### src/rtl/mmm_exp_ctrl.sv
// Sequencer for the Montgomery modular-exponentiation datapath: left-to-right square-and-multiply.
// Define MMM_SKIP_LEAD_ZERO_EN to skip SQR/MUL for exponent bits above the most significant 1.
module mmm_exp_ctrl #(
   parameter int WIDTH = 10,
   parameter int CW    = 4
) (
   input  logic             clk,
   input  logic             rstb,
   input  logic             start,
   input  logic             abort,
   input  logic [WIDTH-1:0] exp_i,
   output logic             mmm_rst_n,
   output logic             mmm_en,
   output logic             mmm_ld_a,
   output logic [2:0]       op_sel,
   output logic             wr_en,
   output logic             busy,
   output logic             done
);

   localparam logic [2:0] S_IDLE  = 3'd0;
   localparam logic [2:0] S_CLR   = 3'd1;
   localparam logic [2:0] S_LOAD  = 3'd2;
   localparam logic [2:0] S_RUN   = 3'd3;
   localparam logic [2:0] S_STORE = 3'd4;
   localparam logic [2:0] S_DONE  = 3'd5;
   localparam logic [2:0] S_ABORT = 3'd6;

   localparam logic [2:0] OP_PRE_M = 3'd0;
   localparam logic [2:0] OP_PRE_X = 3'd1;
   localparam logic [2:0] OP_SQR   = 3'd2;
   localparam logic [2:0] OP_MUL   = 3'd3;
   localparam logic [2:0] OP_POST  = 3'd4;

   localparam logic [CW-1:0] ONE      = CW'(1);
   localparam logic [CW-1:0] IDX_TOP  = CW'(WIDTH - 1);
   localparam logic [CW-1:0] CNT_LAST = CW'(WIDTH - 1);

   logic [2:0]       state, state_n;
   logic [2:0]       op, op_n;
   logic [CW-1:0]    cnt, cnt_n;
   logic [CW-1:0]    idx, idx_n;
   logic [WIDTH-1:0] exp_q, exp_n;
   logic             in_op;

`ifdef MMM_SKIP_LEAD_ZERO_EN
   function automatic logic [CW-1:0] msb_idx(input logic [WIDTH-1:0] e);
      msb_idx = '0;
      for (int i = 0; i < WIDTH; i++)
         if (e[i]) msb_idx = CW'(i);
   endfunction
`endif

   assign in_op  = (state == S_CLR) || (state == S_LOAD) || (state == S_RUN) || (state == S_STORE);
   assign op_sel = op;

   // NOTE: every always_comb output gets a default first so no path can infer a latch.
   always_comb begin
      state_n = state;
      op_n    = op;
      cnt_n   = cnt;
      idx_n   = idx;
      exp_n   = exp_q;
      case (state)
         S_IDLE: begin
            if (start) begin
               state_n = S_CLR;
               op_n    = OP_PRE_M;
               idx_n   = IDX_TOP;
               exp_n   = exp_i;
            end
         end
         S_CLR:  state_n = S_LOAD;
         S_LOAD: begin
            state_n = S_RUN;
            cnt_n   = '0;
         end
         S_RUN: begin
            if (cnt == CNT_LAST) state_n = S_STORE;
            else                 cnt_n   = cnt + ONE;
         end
         S_STORE: begin
            state_n = S_CLR;
            case (op)
               OP_PRE_M: op_n = OP_PRE_X;
               OP_PRE_X: begin
`ifdef MMM_SKIP_LEAD_ZERO_EN
                  // Above the leading 1, X stays R mod n, so those squarings are identities.
                  if (exp_q == '0) begin
                     op_n = OP_POST;
                  end else begin
                     op_n  = OP_SQR;
                     idx_n = msb_idx(exp_q);
                  end
`else
                  op_n = OP_SQR;
`endif
               end
               OP_SQR: begin
                  if (exp_q[idx]) begin
                     op_n = OP_MUL;
                  end else if (idx == '0) begin
                     op_n = OP_POST;
                  end else begin
                     op_n  = OP_SQR;
                     idx_n = idx - ONE;
                  end
               end
               OP_MUL: begin
                  if (idx == '0) begin
                     op_n = OP_POST;
                  end else begin
                     op_n  = OP_SQR;
                     idx_n = idx - ONE;
                  end
               end
               default: state_n = S_DONE;
            endcase
         end
         S_DONE:  state_n = S_IDLE;
         S_ABORT: state_n = S_IDLE;
         default: state_n = S_IDLE;
      endcase
      if (abort && in_op) state_n = S_ABORT;
   end

   // NOTE: sequential state uses non-blocking assignments so all registers update from pre-edge values.
   always_ff @(posedge clk or negedge rstb) begin
      if (!rstb) begin
         state <= S_IDLE;
         op    <= OP_PRE_M;
         cnt   <= '0;
         idx   <= '0;
         exp_q <= '0;
      end else begin
         state <= state_n;
         op    <= op_n;
         cnt   <= cnt_n;
         idx   <= idx_n;
         exp_q <= exp_n;
      end
   end

   // Outputs are registered decodes of the next state, so reset can hold mmm_rst_n low.
   always_ff @(posedge clk or negedge rstb) begin
      if (!rstb) begin
         mmm_rst_n <= 1'b0;
         mmm_en    <= 1'b0;
         mmm_ld_a  <= 1'b0;
         wr_en     <= 1'b0;
         busy      <= 1'b0;
         done      <= 1'b0;
      end else begin
         mmm_rst_n <= !((state_n == S_CLR) || (state_n == S_ABORT));
         mmm_en    <= (state_n == S_LOAD) || (state_n == S_RUN);
         mmm_ld_a  <= (state_n == S_LOAD);
         wr_en     <= (state_n == S_STORE);
         busy      <= (state_n == S_CLR) || (state_n == S_LOAD) ||
                      (state_n == S_RUN) || (state_n == S_STORE);
         done      <= (state_n == S_DONE);
      end
   end

endmodule

### config.mk
export PLATFORM = sky130hd
export DESIGN_NAME = mmm_exp_ctrl
export DESIGN_NICKNAME = d
export VERILOG_FILES = /design/src/rtl/mmm_exp_ctrl.sv
export SDC_FILE = /design/constraint.sdc
export NUM_CORES = 1
export LEC_CHECK = 0
export CORE_MARGIN = 1
export CORE_UTILIZATION = 40
export DETAILED_ROUTE_END_ITERATION = 8
export SLEW_MARGIN = 20
export SYNTH_ARGS = -nofsm -noshare
export SYNTH_HDL_FRONTEND = slang
export SYNTH_SLANG_ARGS = --single-unit
### constraint.sdc
create_clock -name clk -period 1.9 [get_ports clk]
set_input_delay 0.19 -clock clk [delete_from_list [all_inputs] [get_ports clk]]
set_output_delay 0.19 -clock clk [all_outputs]
set_load 0.01 [all_outputs]
### Word level (Yosys, flattened, before mapping)

Index checks and enable logic that the tools add are counted.

* add/subtract/negate cells: 2
* magnitude comparators: 1
* eq/ne operators: 19
* muxes and demuxes: 19
* reduce and logical (&&, ||, !) cells: 20

Operator list (count)
* $pmux W4 S2: 3
* $mux W3: 7
* $eq A3 B2 Y1 const B: 6
* $mux W4: 4
* $pmux W3 S5: 1
* $eq A3 B3 Y1 const B: 4
* $pmux W3 S4: 1
* $eq A3 B1 Y1 const B: 3
* $logic_or A1 B1 Y1: 8
* $logic_not A3 Y1: 2
* $pmux W3 S2: 1
* $lt A4 B5 Y1 const B: 1
* $ne A5 B1 Y1 const B: 1
* $add A4 B1 Y4 const B: 1
* $bmux W1 S4: 1
* $eq A4 B4 Y1 const B: 1
* $logic_not A4 Y1: 1
* $ne A2 B2 Y1 const B: 2
* $reduce_and A2 Y1: 2
* $reduce_and A4 Y1: 1
* $reduce_bool A2 Y1: 2
* $reduce_or A4 Y1: 1
* $sub A4 B1 Y4 const B: 1
* $ne A3 B1 Y1 const B: 1
* 5 further kinds: 5

* flip-flop bits (word level): 30
* input bits: 14
* output and inout port bits: 9
* logic and storage cells: 72

### Depth between registers and ports, before layout

Gate-level depths: netlist of run 1.

* depth in word-level cells: 10
* gate-level depth with buffers: 8
* mapped depth without buffers: 7

### Least setup slack after synthesis of run 1

No wires, ideal clock.

* path kind: reg2reg
* from: register idx[0]
* to: register op[1] (netlist: op_sel[1])
* library setup time: 0.126 ns
* arrival: 1.515 ns
* data required time: 1.774 ns
* setup slack: 0.259 ns
* stages on the path, launching flop included: 9
* buffers on the path: 1
* clock period less this slack: 1.641 ns
* path through: dfrtp_1 buf_6 inv_1 ha_1 nand2b_1 or2_2 mux2i_1 o31ai_1 a221o_1

* longest elaborated chain between the ends: 5

RTL lines
* start: declaration: line 42 `logic [CW-1:0] idx, idx_n;`
* start signal: assignment: line 139 `idx <= idx_n;`
* $bmux W1 S4 or $logic_not A4 Y1 (tied branches): line 100, 102, 110
* $mux W1 (implied by the code) or $mux W3 (tied branches): line 100, 102, 110
* $mux W3: line 100 `if (exp_q[idx]) begin`
* $pmux W3 S4 *: line 84 `case (op)`
* $pmux W3 S2 *: line 64 `case (state)`
* end signal: assignment: line 137 `op <= op_n;`
* end: declaration: line 40 `logic [2:0] op, op_n;`

Every way passes the cells marked *; elsewhere a longest branch is shown, timed or not. The select of a mux whose other input is x is not followed.
A chain may end at the register's enable or synchronous reset.

### Worst setup path after layout of run 1

Same ends and word-level chain as after synthesis.

==> impl_metrics.py, run 1 <==
metrics = {
    "grt": {
        "overflow": 0,
        "grt_use_total_pct": 17.95,
        "grt_antenna_before_repair": 0,
        "grt_pass1_wl_um": 5768,
        "first_global_vias": 1236,
        "grt_max_degree": 31,
    },
    "logic_synthesis": {
        "netlist_instances": 170,
        "async_flop_share_pct": 100.0,
        "synth-seq-cells": 30,
        "syn_nets": 187,
        "avgSynthCellArea_sq_um": 9.583,
        "ys.flop_type": "dfrtp_1",
        "synth_cell_types": 47,
        "ys_seq_area_share_pct": 46.08,
        "syn_area_sq_um": 1629,
        "synth_edf_count": 0,
        "yosysWarnings": 0,
    },
    "cts": {
        "cts_post_setup_buffers_inserted": 0,
        "cts_root_buf": "clkbuf_8",
        "cts-buffers-inserted": 5,
        "cts_tree": "yes",
        "cts.sinks": 30,
        "clk_latency_ps": 280,
        "hold_buffers": 0,
        "clockBufferDepth": 2,
        "cts_resized": 0,
        "clkTransAtPathRegs_ps": 60,
        "htreeDepth": 2,
    },
    "final_layout": {
        "nNetsFinal": 212,
        "mostFrequentLayoutCells": "nand2_1, dfrtp_1, clkdlybuf4s50_1",
        "drive_gt1_share_pct": 11.28,
        "syn_to_final_growth_pct": 21.12,
        "layout_commonest_cell": "nand2_1",
        "final_util_pct": 52.32,
        "n_antenna_cell": 0,
    },
    "routing": {
        "dr.pass1.iters": 4,
        "drtIter0Drc": 113,
        "wl_met1_um": 1571,
        "post_drt_wl_per_cell_um": 13.24,
        "vias": 1256,
        "ant_nets": 0,
        "highest_layer": "met4",
        "vias_per_cell": 5.169,
        "drt_wl_total_um": 3218,
        "routed-wl-met2_um": 1451,
        "wl_met3_um": 141,
        "drc": 0,
    },
    "floorplan": {
        "dieHeight_um": 65.82,
        "die_area_sq_um": 4332,
        "core-area_sq_um": 3771,
        "rows": 22,
        "initial_core_util_pct": 43.20,
        "io_pins": 23,
        "die_w_um": 65.82,
    },
    "placement": {
        "port_buffers": 22,
        "pre_cts_ws_ps": 122.5,
        "gp_congestion": 0.7882,
        "dp_hpwl_um": 2313,
    },
    "timing": {
        "timing.final.ws_setup_ps": 152.1,
        "period_share_pct": 92.00,
        "setup_tns_ps": 0,
        "tightest_slew_ps": 437.7,
        "grt_setup_unrepaired": "no",
        "fmax_ghz": 0.5721,
        "setup_violations": 0,
        "final_max_slew_viol_count": 0,
        "hold_slack_ps": 297.6,
        "finClkSkew_ps": 2.824,
        "max_slew_margin_pct": 70.82,
        "final-hold-violation-count": 0,
        "post-route-min-period_ps": 1748,
    },
    "critical_path": {
        "cp.arrival_ps": 1910,
        "startpoint_type": "register",
        "crit_type": "reg -> reg",
        "cp.required_ps": 2060,
        "cp_max_fo": 9,
        "end_kind": "register",
    },
    "pwr": {
        "vdd_drop_max_mv": 0.7552,
        "leakage_nw": 0.9246,
        "totalPowerFinal_mw": 2.612,
        "p_per_area_nw_per_um2": 1324,
    },
    "min_path": {
        "hp-class": "in -> async",
    },
    "run": {
        "cap_violations": 0,
    },
    "status": {
        "status": "complete, no violations",
    },
}
-- cells by family after synthesis --
kind of cell	Yosys count	synth area share, %
simple gates	79	24.66
compound gates	32	15.67
flops	30	46.08
buf+inv	16	4.762
mux	10	6.528
fa+ha+maj	3	2.304
-- registers in the layout, summed over array words and instances (netlist names), 3 cells and up --
register / cells
cnt: 4
idx: 4
op_sel: 3
state: 3
exp_q: 10
-- cells in the mapped netlist, types with 4 or more instances --
library cell	instances	area, sq um
a22o_1	4	35.03
mux2i_1	8	80.08
nand2_1	38	142.6
o21ai_0	4	20.02
dfrtp_1	30	750.7
nand3_1	4	20.02
nand3b_1	4	30.03
nor3_1	5	25.02
inv_1	7	26.28
nor2_1	10	37.54
a21oi_1	4	20.02
clkbuf_1	5	18.77
-- final timing paths --
kind / start / end / slack (ps) / cells after the start
max: idx[0] / op_sel[1] / 150 / 7
min: rstb / busy / 300 / 2
max reg2reg: idx[0] / op_sel[1] / 150 / 7
min reg2reg: exp_q[2] / exp_q[2] / 480 / 2
max in group asynchronous: rstb / idx[0] / 1310 / 2
min in group clk: exp_i[6] / exp_q[6] / 440 / 3
-- critical path, stage by stage, from the launching register on --
cell      delay [ps]
dfrtp_2          490
inv_1             80
ha_1             160
nand2b_1          70
or2_2            300
mux2i_1          140
o31ai_1           80
a221o_1          300
-- through the flow --
step	cell area (sq um)	instances
2_1_floorplan	1629	170
3_5_place_dp	1896	236
6_report	1973	243
4_1_cts	1972	243
5_1_grt	1973	243
3_3_place_gp	1896	236
-- where the power goes --
group / total [mW] / switching (mW) / internal (mW)
sequential: 1.12 / 0.253 / 0.867
clock: 0.468 / 0.217 / 0.251
combinational: 1.02 / 0.508 / 0.516
total: 2.61 / 0.978 / 1.63
-- layer usage --
layer / vias up / global-route usage (%)
met4: 0 / 6.522
met2: 23 / 27.30
li1: 642 / -
met5: - / 0
met1: 584 / 23.45
met3: 7 / 6.207
-- final cells by class --
class	count	area [sq um]
Fill cell	314	1798
Sequential cell	30	752.0
Multi-Input combinational cell	124	800.8
Clock buffer	7	76.32
Tap cell	48	60.06
Timing Repair Buffer	27	257.7
Inverter	7	26.28
Note: power is estimated with default switching activity, not from simulation.
==> inputs of run 2 (changes only) <==
--- a/config.mk
+++ b/config.mk
@@ -5,6 +5,7 @@
 export SDC_FILE = /design/constraint.sdc
 export NUM_CORES = 1
 export LEC_CHECK = 0
+export ABC_AREA = 1
 export CORE_MARGIN = 1
 export CORE_UTILIZATION = 40
 export DETAILED_ROUTE_END_ITERATION = 8
==> impl_metrics.py, run 2 <==
metrics = {
    "critical_path": {
        "critPathBufInv": 1,
        "critPathTopFamily": "simple AND/OR/NAND/NOR gates",
        "crit_chain": "inv_1 > ha_1 > nand2_1 > nor2_1 > nand2_1 > nand3_2 > nand3_2 > nand2_1 > nand3_1 > xor2_1",
        "cp.required_ps": 2050,
        "path_common_cell": "nand2_1",
        "startpoint_type": "register",
        "end_kind": "register",
        "critPathMaxStageDelay_ps": 400,
        "cp_max_fo": 7,
        "cp.arrival_ps": 1830,
        "critical-path-slowest-cell": "dfrtp_1",
        "crit_type": "reg -> reg",
    },
    "final_layout": {
        "reg_top3": "exp_q: 10 flops, cnt: 4 flops, idx: 4 flops",
        "nFillCells": 359,
        "layout_commonest_cell": "nand2_1",
        "n_antenna_cell": 0,
        "final_util_pct": 50.89,
        "regMostFlops": "exp_q",
        "largest_register_ffs": 10,
        "drive_gt1_share_pct": 10.95,
        "mostFrequentLayoutCells": "nand2_1, dfrtp_1, nand3_1, clkdlybuf4s50_1, inv_1",
        "syn_to_final_growth_pct": 22.75,
        "nNetsFinal": 227,
    },
    "min_path": {
        "hp-class": "in -> async",
    },
    "floorplan": {
        "dieHeight_um": 63.60,
        "initial_core_util_pct": 41.46,
        "die_w_um": 63.60,
        "core-area_sq_um": 3661,
        "io_pins": 23,
        "rows": 22,
        "die_area_sq_um": 4044,
    },
    "cts": {
        "hold_buffers": 0,
        "cts.sinks": 30,
        "cts_post_setup_buffers_inserted": 0,
        "clk_latency_ps": 270,
        "cts-buffers-inserted": 5,
        "clkTransAtPathRegs_ps": 70,
        "htreeDepth": 2,
        "cts_resized": 0,
        "clockBufferDepth": 2,
        "cts_tree": "yes",
        "cts_root_buf": "clkbuf_8",
    },
    "pwr": {
        "leakage_nw": 0.8958,
        "intPower_mw": 1.687,
        "pwr-share-seq_pct": 38.9,
        "p_per_area_nw_per_um2": 1549,
        "p_comb_share_pct": 45.0,
        "p_switching_mw": 1.199,
        "clkPwrFrac_pct": 16.1,
        "switching_share_pct": 41.55,
        "vdd_drop_max_mv": 0.7316,
    },
    "routing": {
        "post_drt_wl_per_cell_um": 11.76,
        "drc": 0,
        "drt_wl_total_um": 3034,
        "drtIter0Drc": 40,
        "vias": 1263,
        "ant_nets": 0,
        "vias_per_cell": 4.895,
        "dr.pass1.iters": 5,
    },
    "logic_synthesis": {
        "async_flop_share_pct": 100.0,
        "synth_top_cell_by_area": "dfrtp_1",
        "ys.flop_type": "dfrtp_1",
        "synth_cell_types": 28,
        "yosys-top-cells-area": "dfrtp_1, nand2_1, nand3_1",
        "netlist.area_leader.share_pct": 49.46,
        "ys_top_cells_by_count": "nand2_1, dfrtp_1, nand3_1",
        "avgSynthCellArea_sq_um": 8.339,
        "synth-seq-cells": 30,
        "yosysWarnings": 0,
        "syn_nets": 199,
        "netlist_instances": 182,
        "ys_seq_area_share_pct": 49.46,
        "syn_area_sq_um": 1518,
        "synth_edf_count": 0,
        "synth.most_common_cell": "nand2_1",
    },
    "timing": {
        "period_share_pct": 88.52,
        "setup_tns_ps": 0,
        "final_max_slew_viol_count": 0,
        "post-route-min-period_ps": 1682,
        "max_slew_margin_pct": 74.81,
        "grt_setup_unrepaired": "no",
        "setup_violations": 0,
        "finClkSkew_ps": 8.633,
        "tightest_slew_ps": 377.8,
        "fmax_ghz": 0.5946,
        "final-hold-violation-count": 0,
    },
    "placement": {
        "gp_congestion": 0.8506,
        "port_buffers": 22,
        "dp_hpwl_um": 2224,
    },
    "grt": {
        "grt_use_total_pct": 16.25,
        "grt_pass1_wl_um": 5085,
        "grt_max_degree": 31,
        "first_global_vias": 1232,
        "grt_antenna_before_repair": 0,
        "overflow": 0,
    },
    "status": {
        "status": "complete, no violations",
    },
    "run": {
        "cap_violations": 0,
    },
}
run 2: changes by cell type after synthesis, moves of 3 or more:
cell | before | now
nand2_1 | 38 | 52
a22o_1 | 4 | 0
nor3_1 | 5 | 2
xor2_1 | 0 | 3
a21o_1 | 3 | 0
mux2i_1 | 8 | 0
inv_2 | 0 | 5
nand3_1 | 4 | 22
nand3b_1 | 4 | 1
o21ai_0 | 4 | 9
clkbuf_1 | 5 | 0
inv_1 | 7 | 17
run 2: stage by stage:
| stage | hold WS (ps) | area, sq um | total power [mW] | cells | worst slack [ps] |
|---|---|---|---|---|---|
| floorplan | -105.6 | 1518 | 2.042 | 182 | 444.7 |
| CTS | 318.2 | 1863 | 2.911 | 258 | 234.1 |
| global route | 336.8 | 1863 | 3.134 | 258 | 78.03 |
| global placement | 482.9 | 1787 | 2.395 | 251 | 279.7 |
| detailed placement | 494.9 | 1787 | 2.430 | 251 | 251.9 |
| finish | 305.2 | 1863 | 2.887 | 258 | 218.1 |
run 2: logic make-up after synthesis:
logic type | count (synthesis) | synth area share [%]
adders and majority gates | 3 | 2.473
DFF | 30 | 49.46
buffers and inverters | 26 | 7.502
and+or+nand+nor | 99 | 30.67
xor gates and xnor gates | 4 | 2.309
AOI/OAI and AO/OA | 20 | 7.584
run 2: layer usage:
| layer | vias to the layer above | wire (um) | track usage (%) | part of all wire, % |
|---|---|---|---|---|
| met3 | 6 | 100 | 3.986 | 3.3 |
| met1 | 587 | 1345 | 17.84 | 44 |
| met2 | 30 | 1540 | 29.12 | 51 |
| li1 | 640 | - | - | - |
| met5 | - | 0 | 0 | 0 |
| met4 | 0 | 47 | 7.386 | 1.5 |
run 2: worst reg2reg max path, cell delays in order, from the launching register on:
cell	delay [ps]
dfrtp_1	400
inv_1	60
ha_1	140
nand2_1	70
nor2_1	160
nand2_1	100
nand3_2	160
nand3_2	110
nand2_1	100
nand3_1	100
xor2_1	160
run 2: cell type report:
cell class	count	area [sq um]	share of cell area, %
Multi-Input combinational cell	126	653.1	35.06
Timing Repair Buffer	23	227.7	12.22
Sequential cell	30	750.7	40.30
Inverter	24	95.09	5.104
Clock buffer	7	76.32	4.097
Tap cell	48	60.06	3.224
run 2: power groups by stage:
stage / sequential [mW] / combinational [mW] / clock (mW)
finish: 1.12 / 1.30 / 0.464
global route: 1.17 / 1.46 / 0.504
CTS: 1.13 / 1.30 / 0.481
detailed placement: 1.14 / 1.29 / 0
global placement: 1.13 / 1.27 / 0
floorplan: 1.11 / 0.934 / 0
run 2: path summary, 6_finish.rpt:
kind,to,slack (ps),cells past startpoint,from
max in group asynchronous,cnt[0],1310,2,rstb
setup reg to reg,busy,220,10,cnt[1]
setup / recovery,busy,220,10,cnt[1]
hold / removal,op_sel[2],310,2,rstb
hold reg to reg,exp_q[9],500,2,exp_q[9]
min in group clk,exp_q[9],460,3,exp_i[9]
==> inputs of run 3 (changes only) <==
--- a/config.mk
+++ b/config.mk
@@ -8,6 +8,7 @@
 export ABC_AREA = 1
 export CORE_MARGIN = 1
 export CORE_UTILIZATION = 40
+export CTS_CLUSTER_DIAMETER = 50
 export DETAILED_ROUTE_END_ITERATION = 8
 export SLEW_MARGIN = 20
 export SYNTH_ARGS = -nofsm -noshare
==> results of run 3 <==
The final DEF is identical to that of run 2; final timing and power are the same.
